File: config.mk
export PLATFORM = sky130hd
export DESIGN_NAME = uart_host_loader
export DESIGN_NICKNAME = d
export VERILOG_FILES = /design/src/rtl/uart_host_loader.sv
export SDC_FILE = /design/constraint.sdc
export NUM_CORES = 1
export LEC_CHECK = 0
export ABC_AREA = 1
export BUFFER_PORTS_ARGS = -buffer_cell sky130_fd_sc_hd__clkbuf_2
export CORE_MARGIN = 5
export CORE_UTILIZATION = 64
export CTS_CLUSTER_SIZE = 10
export DETAILED_ROUTE_END_ITERATION = 12
export PLACE_DENSITY = 0.87
export SETUP_SLACK_MARGIN = 0.02
export SLEW_MARGIN = 20
export SYNTH_ARGS = -nofsm -noshare
export SYNTH_HDL_FRONTEND = slang
export SYNTH_SLANG_ARGS = --single-unit
export TNS_END_PERCENT = 10
File: constraint.sdc
create_clock -name CLK -period 3.9 [get_ports CLK]
set_input_delay 0.585 -clock CLK [delete_from_list [all_inputs] [get_ports CLK]]
set_output_delay 0.585 -clock CLK [all_outputs]
set_load 0.03 [all_outputs]
File: src/rtl/uart_host_loader.sv
// Host side of the UART loader protocol: sends a 32-bit step, then collects the target's reply.
// Optional reply inactivity timeout is enabled by defining UART_HOST_LOADER_TIMEOUT_EN.
module uart_host_loader #(
  parameter int SYS_CLK_FREQ     = 100,
  parameter int BAUDRATE         = 921600,
  parameter int HAS_RETURN_VALUE = 1,
  parameter int TIMEOUT_CYCLES   = 100000000
) (
  input  logic        CLK,
  input  logic        RST_N,
  input  logic        START,
  input  logic [31:0] STEP,
  output logic        BUSY,
  output logic        DONE,
  output logic [63:0] RETURN_VALUE,
  output logic [63:0] CYCLE_COUNT,
  output logic        FRAME_ERR,
  output logic        TIMEOUT,
  output logic        TXD,
  input  logic        RXD
);
  localparam longint WCNT = (longint'(SYS_CLK_FREQ) * 1000000) / longint'(BAUDRATE);
  localparam logic [32:0] BIT_LAST  = 33'(WCNT - 1);
  localparam logic [32:0] HALF_LAST = 33'(WCNT / 2 - 1);
  localparam logic [4:0]  BYTE_LAST = (HAS_RETURN_VALUE != 0) ? 5'd15 : 5'd7;

  typedef enum logic [1:0] {S_IDLE, S_TX, S_RX, S_FIN} state_t;

  state_t       state;
  logic [32:0]  baud_cnt;
  logic [3:0]   bit_idx;
  logic [4:0]   byte_idx;
  logic [31:0]  tx_buf;
  logic [7:0]   rx_byte;
  logic [127:0] acc;
  logic         rx_active;
  logic         rx_armed;
  logic         rxd_p0;
  logic         rxd_p1;
  logic         rx_stop_tick;

  assign rx_stop_tick = (state == S_RX) && rx_active && (baud_cnt == BIT_LAST) && (bit_idx == 4'd8);

`ifdef UART_HOST_LOADER_TIMEOUT_EN
  logic [31:0] idle_cnt;
  logic        timeout_hit;
  assign timeout_hit = (idle_cnt == 32'(TIMEOUT_CYCLES - 1)) && !rx_stop_tick;
`else
  logic unused_timeout_cfg;
  assign unused_timeout_cfg = ^TIMEOUT_CYCLES;
  assign TIMEOUT = 1'b0;
`endif

  always_ff @(posedge CLK or negedge RST_N) begin
    if (!RST_N) begin
      rxd_p0 <= 1'b1;
      rxd_p1 <= 1'b1;
    end else begin
      rxd_p0 <= RXD;
      rxd_p1 <= rxd_p0;
    end
  end

  always_ff @(posedge CLK or negedge RST_N) begin
    if (!RST_N) begin
      state        <= S_IDLE;
      baud_cnt     <= '0;
      bit_idx      <= '0;
      byte_idx     <= '0;
      tx_buf       <= '0;
      rx_byte      <= '0;
      acc          <= '0;
      rx_active    <= 1'b0;
      rx_armed     <= 1'b0;
      BUSY         <= 1'b0;
      DONE         <= 1'b0;
      RETURN_VALUE <= '0;
      CYCLE_COUNT  <= '0;
      FRAME_ERR    <= 1'b0;
      TXD          <= 1'b1;
`ifdef UART_HOST_LOADER_TIMEOUT_EN
      TIMEOUT      <= 1'b0;
      idle_cnt     <= '0;
`endif
    end else begin
      DONE <= 1'b0;
      case (state)
        S_IDLE: begin
          if (START && !DONE) begin
            tx_buf    <= STEP;
            acc       <= '0;
            FRAME_ERR <= 1'b0;
`ifdef UART_HOST_LOADER_TIMEOUT_EN
            TIMEOUT   <= 1'b0;
`endif
            byte_idx  <= '0;
            bit_idx   <= '0;
            baud_cnt  <= '0;
            TXD       <= 1'b0;
            BUSY      <= 1'b1;
            state     <= S_TX;
          end
        end
        // bit_idx 0 = start, 1..8 = data, 9 = stop; tx_buf shifts out LSB first across all bytes
        S_TX: begin
          if (baud_cnt == BIT_LAST) begin
            baud_cnt <= '0;
            if (bit_idx == 4'd9) begin
              bit_idx <= '0;
              if (byte_idx == 5'd3) begin
                byte_idx  <= '0;
                rx_active <= 1'b0;
                rx_armed  <= 1'b0;
`ifdef UART_HOST_LOADER_TIMEOUT_EN
                idle_cnt  <= '0;
`endif
                state     <= S_RX;
              end else begin
                byte_idx <= byte_idx + 5'd1;
                TXD      <= 1'b0;
              end
            end else begin
              bit_idx <= bit_idx + 4'd1;
              if (bit_idx == 4'd8) begin
                TXD <= 1'b1;
              end else begin
                TXD    <= tx_buf[0];
                tx_buf <= {1'b0, tx_buf[31:1]};
              end
            end
          end else begin
            baud_cnt <= baud_cnt + 33'd1;
          end
        end
        S_RX: begin
`ifdef UART_HOST_LOADER_TIMEOUT_EN
          idle_cnt <= rx_stop_tick ? '0 : idle_cnt + 32'd1;
`endif
          // After each byte the line must be seen high again, so a low stop bit cannot retrigger the hunt
          if (!rx_active) begin
            if (rxd_p1) begin
              rx_armed <= 1'b1;
              baud_cnt <= '0;
            end else if (rx_armed) begin
              if (baud_cnt == HALF_LAST) begin
                rx_active <= 1'b1;
                baud_cnt  <= '0;
                bit_idx   <= '0;
              end else begin
                baud_cnt <= baud_cnt + 33'd1;
              end
            end
          end else if (baud_cnt == BIT_LAST) begin
            baud_cnt <= '0;
            if (bit_idx == 4'd8) begin
              acc[{byte_idx[3:0], 3'b000} +: 8] <= rx_byte;
              if (!rxd_p1) FRAME_ERR <= 1'b1;
              rx_active <= 1'b0;
              rx_armed  <= 1'b0;
              if (byte_idx == BYTE_LAST) state <= S_FIN;
              else byte_idx <= byte_idx + 5'd1;
            end else begin
              rx_byte <= {rxd_p1, rx_byte[7:1]};
              bit_idx <= bit_idx + 4'd1;
            end
          end else begin
            baud_cnt <= baud_cnt + 33'd1;
          end
`ifdef UART_HOST_LOADER_TIMEOUT_EN
          if (timeout_hit) begin
            TIMEOUT <= 1'b1;
            state   <= S_FIN;
          end
`endif
        end
        S_FIN: begin
          if (HAS_RETURN_VALUE != 0) begin
            RETURN_VALUE <= acc[63:0];
            CYCLE_COUNT  <= acc[127:64];
          end else begin
            CYCLE_COUNT <= acc[63:0];
          end
          DONE  <= 1'b1;
          BUSY  <= 1'b0;
          state <= S_IDLE;
        end
        default: state <= S_IDLE;
      endcase
    end
  end
endmodule

==> results.json, run 1 <==
{
  "cp-endpoint": "acc[82]",
  "critPathLaunch": "byte_idx[0]",
  "reg2reg_depth": 8,
  "worst_setup_path_end_kind": "register",
  "fillers": 1842,
  "drv_slew": 0,
  "die_h_um": 168,
  "netlist_area_um2": 15900,
  "crit_slowest_cell": "dfrtp_1",
  "yosys_warnings": 0,
  "pre_cts_ws_ns": 0.923,
  "worst_slew_pin_slew_ns": 1.03,
  "final_nets": 2209,
  "fin_ws_ns": 0.735,
  "first_iter_violations": 1509,
  "status": "finished, final reports clean",
  "worstHoldPathType": "in2reg",
  "cp_max_fo": 22,
  "drtPass1Iterations": 5,
  "hp-start": "RXD",
  "io_buffer_count": 167,
  "finalCritPeriodShare_pct": 81.1,
  "gp_congestion": 0.995,
  "synthToLayoutAreaGrowth_pct": 13.5,
  "dpl.hpwl_mm": 27.7,
  "cp.required_ns": 4.35,
  "power.density_nw_per_um2": 571,
  "io-pin-count": 169,
  "synth_edf_count": 0,
  "synth_fp_nets": 2059,
  "ys.flop_type": "dfrtp_1",
  "overflow": 0,
  "clk-insertion-delay-late_ns": 0.53,
  "cts_hold_buffers": 0,
  "grt_pass1_wl_mm": 68.7,
  "syn_inst": 2008,
  "power.leakage_uw": 0.0102,
  "antenna_found_initial": 0,
  "cts_tree": "done",
  "slowest_delay_ns": 0.73,
  "cap_violations": 0,
  "synth_area_per_cell_um2": 7.92,
  "track_usage_pct": 29.3,
  "path_class": "reg2reg",
  "yosysSeqAreaShare_pct": 54.8,
  "drc_errors": 0,
  "rsz0062_at_grt": "no",
  "initial_utilization_pct": 65.2,
  "setup_viol": 0,
  "ys_async_sr_fraction_pct": 100,
  "fin_hold_ws_ns": 0.154,
  "crit_family": "simple AND/OR/NAND/NOR gates",
  "post_cts_buffers": 0,
  "final_hold_viol_count": 0,
  "grt_pass1_vias": 13582,
  "period_minus_slack_ns": 3.16,
  "crit_buf_inv": 2,
  "clk_path_buf_depth": 3,
  "timing.rr.start": "byte_idx[0]",
  "htree_levels": 2,
  "drive_above_1_share_pct": 12.4,
  "ctsResizeCount": 0,
  "hold_path_depth": 1,
  "fin_skew_ns": 0.0128,
  "root_buffer": "clkbuf_16",
  "rrSetupSlack_ns": 0.74,
  "clk_pin_slew_ns": 0.05,
  "die_w_um": 168,
  "diodes": 0,
  "path_cells": "inv_1, ha_1, clkinv_1, nor2_1, nand2_1, nor2_1, nand3_1, nand2_1",
  "path_depth": 8,
  "antenna_left": 0,
  "cts_num_sinks": 348,
  "fp-row-count": 57,
  "synth_seq_cells": 348,
  "via_per_inst": 5.53,
  "core_area_um2": 24400,
  "grt_max_degree": 124,
  "relSlewSlack_pct": 30.9,
  "dieArea_um2": 28100,
  "drt-total-wl_mm": 40.7,
  "r2r_end": "acc[82]",
  "crit_arrival_ns": 3.62,
  "synth.distinct_cells": 42,
  "vdd_drop_max_v": 0.000558,
  "vias": 13782,
  "cts_buffers": 41,
  "start_kind": "register",
  "wl_per_cell_um": 16.3,
  "tns_ns": 0,
  "fmax_mhz": 316
}
## state kept, by name, summed over array words and instances (netlist names), 4 cells and up
name and count:
CYCLE_COUNT 64, RETURN_VALUE 64, acc 128, baud_cnt 33, bit_idx 4, byte_idx 5, rx_byte 8, tx_buf 32
## cell usage in the layout, fill, tap and decap left out, types with 21 or more instances in the layout
cell,synthesis,layout
nand2_1,1028,1028
dfrtp_1,345,345
nand3_1,166,166
clkbuf_2,0,166
nor2_1,106,106
inv_1,84,83
clkbuf_16,0,41
a21oi_1,35,35
o21ai_0,32,32
xor2_1,22,22
nor3_1,21,21
## logic make-up after synthesis
| family | synth area share (%) |
|---|---|
| buffers and inverters | 4.82 |
| xor gates and xnor gates | 1.32 |
| adders and majority gates | 1.18 |
| other | 0.0236 |
| DFF | 54.8 |
| and+or+nand+nor | 35.2 |
| AOI/OAI and AO/OA | 2.64 |
## cell usage after synthesis (4+ instances only)
library cell     n  area share, %
nand4_1         18           0.71
o21ai_0         32            1.0
xor2_1          22            1.2
buf_1            4          0.094
nor2_4           7           0.50
nand2_1       1028             24
dfrtp_1        345             54
inv_1           84            2.0
clkbuf_1        46            1.1
buf_6            8           0.57
inv_2            8           0.19
nor2_2           5           0.20
nor3_1          21           0.66
a21oi_1         35            1.1
nor2_1         106            2.5
nor2_8           4           0.50
ha_1            15            1.2
nand3_1        166            5.2
buf_2           17           0.54
clkinv_1         4          0.094
## where the power goes
part	internal, uW	switching [uW]	total, uW
sequential	3820	144	3970
combinational	685	2370	3050
clock	1910	1390	3300
## per-stage QoR
stage	power (uW)	util (%)	area, um^2	instances
2_1_floorplan	6310	-	15900	2008
3_3_place_gp	6950	69.5	17000	2439
3_5_place_dp	7020	69.5	17000	2439
4_1_cts	10300	74.0	18100	2493
5_1_grt	10900	74.0	18100	2493
6_report	10300	74.0	18100	2493
## per-layer routing
metal  vias to the layer above  part of all wire, %  track usage [%]
met5                         -                    0                0
met4                         0                  3.1             9.35
met3                       109                  6.6             4.71
met2                       541                   49             48.6
met1                      6578                   42             40.2
li1                       6554                    -                -
## worst min path at each step
stage / endpoint / slack [ns]
3_5_place_dp: rxd_p1 / 0.35
5_1_grt: rxd_p0 / 0.15
2_1_floorplan: BUSY / 0.29
3_3_place_gp: rxd_p1 / 0.35
6_report: rxd_p0 / 0.15
4_1_cts: rxd_p0 / 0.14
## layout make-up
| class | count | area [um^2] | area share (%) |
|---|---|---|---|
| tap | 324 | 405 | 2.25 |
| sequential | 348 | 8710 | 48.3 |
| inverter | 96 | 362 | 2.00 |
| clock inverter | 3 | 26.3 | 0.146 |
| timing repair buffer | 186 | 1040 | 5.75 |
| clock buffer | 51 | 1070 | 5.95 |
| multi-input combinational | 1485 | 6430 | 35.6 |
Power figures use the tool's default switching activity.
==> run 2, diff against run 1 <==
--- a/config.mk
+++ b/config.mk
@@ -8,10 +8,10 @@
 export ABC_AREA = 1
 export BUFFER_PORTS_ARGS = -buffer_cell sky130_fd_sc_hd__clkbuf_2
 export CORE_MARGIN = 5
-export CORE_UTILIZATION = 64
+export CORE_UTILIZATION = 53
 export CTS_CLUSTER_SIZE = 10
 export DETAILED_ROUTE_END_ITERATION = 12
-export PLACE_DENSITY = 0.87
+export PLACE_DENSITY = 0.77
 export SETUP_SLACK_MARGIN = 0.02
 export SLEW_MARGIN = 20
 export SYNTH_ARGS = -nofsm -noshare
==> constraint.sdc (replaced) <==
create_clock -name CLK -period 2.5 [get_ports CLK]
set_input_delay 0.375 -clock CLK [delete_from_list [all_inputs] [get_ports CLK]]
set_output_delay 0.375 -clock CLK [all_outputs]
set_load 0.03 [all_outputs]
==> run 2 against run 1 <==
Against the previous run: combinational power increased by 66%; sequential share of layout area decreased by 1.0 points; global-route usage decreased by 5.2 points; clock power increased by 62%; flip-flop and latch count unchanged; sequential power increased by 55%; hold slack got worse by 0.047 ns; critical path depth increased by 2; non-clock buffer count increased by 22; wire length decreased by 0.81%; critical path type unchanged; largest cell class unchanged; largest power group unchanged; highest routed layer unchanged.
==> results.json, run 2 (synthesized netlist as in run 1, its figures left out) <==
{
  "fmax_mhz": 430,
  "intPower_uw": 10400,
  "largest_register": "acc",
  "crit_family": "simple AND/OR/NAND/NOR gates",
  "hold_path_end": "tx_buf[31]",
  "pre_cts_ws_ns": 0.162,
  "p_sw_uw": 6150,
  "worst_setup_path_end_kind": "register",
  "drt-total-wl_mm": 40.4,
  "synthToLayoutAreaGrowth_pct": 16.0,
  "path_cells": "inv_1, ha_1, xor2_1, buf_4, nor3_1, nand2_1, nand2_1, nand3_1, nand2_1, nand2_1",
  "clk_pin_slew_ns": 0.06,
  "hp-start": "STEP[31]",
  "drv_slew": 0,
  "cts_num_sinks": 348,
  "rrSetupSlack_ns": 0.17,
  "fin_skew_ns": 0.00853,
  "final_common_cell": "nand2_1",
  "pwr-share-seq_pct": 37.2,
  "critPathLaunch": "byte_idx[1]",
  "core_area_um2": 29600,
  "antenna_found_initial": 0,
  "wl_per_cell_um": 15.6,
  "mostFrequentLayoutCells": "nand2_1, dfrtp_1, clkbuf_2",
  "cap_violations": 0,
  "initial_utilization_pct": 53.6,
  "crit_path_frequent_cell": "nand2_1",
  "hold_path_depth": 3,
  "dpl.hpwl_mm": 28.5,
  "status": "finished, final reports clean",
  "power.density_nw_per_um2": 899,
  "grt_max_degree": 129,
  "grt_pass1_vias": 13412,
  "first_iter_violations": 1177,
  "cts_buffers": 41,
  "timing.rr.start": "byte_idx[1]",
  "root_buffer": "clkbuf_16",
  "reg_top3": "acc: 128 flops, CYCLE_COUNT: 64 flops, RETURN_VALUE: 64 flops",
  "crit_buf_inv": 2,
  "fin_ws_ns": 0.174,
  "start_kind": "register",
  "cts_tree": "done",
  "finalCritPeriodShare_pct": 93.1,
  "cp.required_ns": 2.91,
  "drive_above_1_share_pct": 13.5,
  "rsz0062_at_grt": "yes",
  "power.leakage_uw": 0.0103,
  "grt_pass1_wl_mm": 67.4,
  "fin_hold_ws_ns": 0.108,
  "dieArea_um2": 33600,
  "drc_errors": 0,
  "sw_frac_of_total_pct": 37.1,
  "clk_path_buf_depth": 3,
  "period_minus_slack_ns": 2.33,
  "htree_levels": 2,
  "track_usage_pct": 24.1,
  "vias": 13589,
  "crit_slowest_cell": "dfrtp_1",
  "clk-insertion-delay-late_ns": 0.53,
  "antenna_left": 0,
  "gp_congestion": 0.974,
  "slowest_delay_ns": 0.45,
  "crit_arrival_ns": 2.74,
  "overflow": 0,
  "p_comb_share_pct": 30.6,
  "io_buffer_count": 167,
  "worst_slew_pin_slew_ns": 0.673,
  "setup_viol": 0,
  "cp_max_fo": 10,
  "io-pin-count": 169,
  "die_h_um": 183,
  "reg2reg_depth": 10,
  "largest_register_ffs": 128,
  "final_nets": 2231,
  "fp-row-count": 63,
  "via_per_inst": 5.26,
  "tns_ns": 0,
  "diodes": 0,
  "path_class": "reg2reg",
  "clkPwrFrac_pct": 32.2,
  "final_hold_viol_count": 0,
  "vdd_drop_max_v": 0.000913,
  "relSlewSlack_pct": 55.2,
  "r2r_end": "acc[39]",
  "drtPass1Iterations": 6,
  "die_w_um": 183,
  "worstHoldPathType": "in2reg"
}
run 2: cell count changes in the layout (fill, tap and decap cells not counted), sizes merged:
cell	previous run	this run
clkinv	6	7
bufinv	0	1
buf	20	40
dlygate4sd3	0	2
inv	93	92
run 2: repair_timing:
action | CTS | global route
hold endpoints to repair | 60 | 0
setup buffers | 0 | 4
gates resized for setup | 0 | 5
hold buffers | 2 | 0
setup endpoints to repair | 0 | 83
run 2: power by group through the flow:
stage | Combinational, uW | Sequential [uW] | Clock, uW
2_1_floorplan | 3600 | 6250 | 0
3_3_place_gp | 4910 | 6240 | 0
3_5_place_dp | 4980 | 6250 | 0
4_1_cts | 5000 | 6160 | 5460
5_1_grt | 5620 | 6200 | 5700
6_report | 5070 | 6170 | 5340
run 2: stage by stage:
stage	power, uW	cell area [um^2]	instances	util [%]
after floorplan	9840	15900	2008	-
after global placement	11100	17200	2521	58.1
after detailed placement	11200	17200	2521	58.1
after CTS	16600	18400	2578	62.1
after global routing	17500	18400	2582	62.2
final	16600	18400	2582	62.2
run 2: layer usage:
layer	global-route usage [%]	part of all wire (%)	wire (um)
met2	38.6	47	18900
met5	0	0	0
met1	33.2	43	17300
met4	9.39	3.8	1530
met3	3.97	6.6	2660
run 2: worst register-to-register path, stage by stage, from the launching register on:
cell	delay, ns
dfrtp_1	0.45
inv_1	0.14
ha_1	0.22
xor2_1	0.19
buf_4	0.20
nor3_1	0.28
nand2_1	0.15
nand2_1	0.08
nand3_1	0.28
nand2_1	0.16
nand2_1	0.07
run 2: area by class of cell:
| class | instances | area, um^2 |
|---|---|---|
| Clock buffer | 51 | 1090 |
| Sequential cell | 348 | 8710 |
| Fill cell | 2581 | 11200 |
| Inverter | 96 | 362 |
| Timing Repair Buffer | 208 | 1260 |
| Clock inverter | 4 | 71.3 |
| Tap cell | 390 | 488 |
| Multi-Input combinational cell | 1485 | 6460 |
run 2: worst max path at each step:
| stage | end | slack, ns | cells past startpoint |
|---|---|---|---|
| after floorplan | acc[72] | 0.45 | 11 |
| after global placement | acc[98] | 0.23 | 10 |
| after detailed placement | acc[99] | 0.16 | 10 |
| after CTS | acc[99] | 0.16 | 10 |
| after global routing | acc[82] | -0.01 | 11 |
| final | acc[39] | 0.17 | 10 |
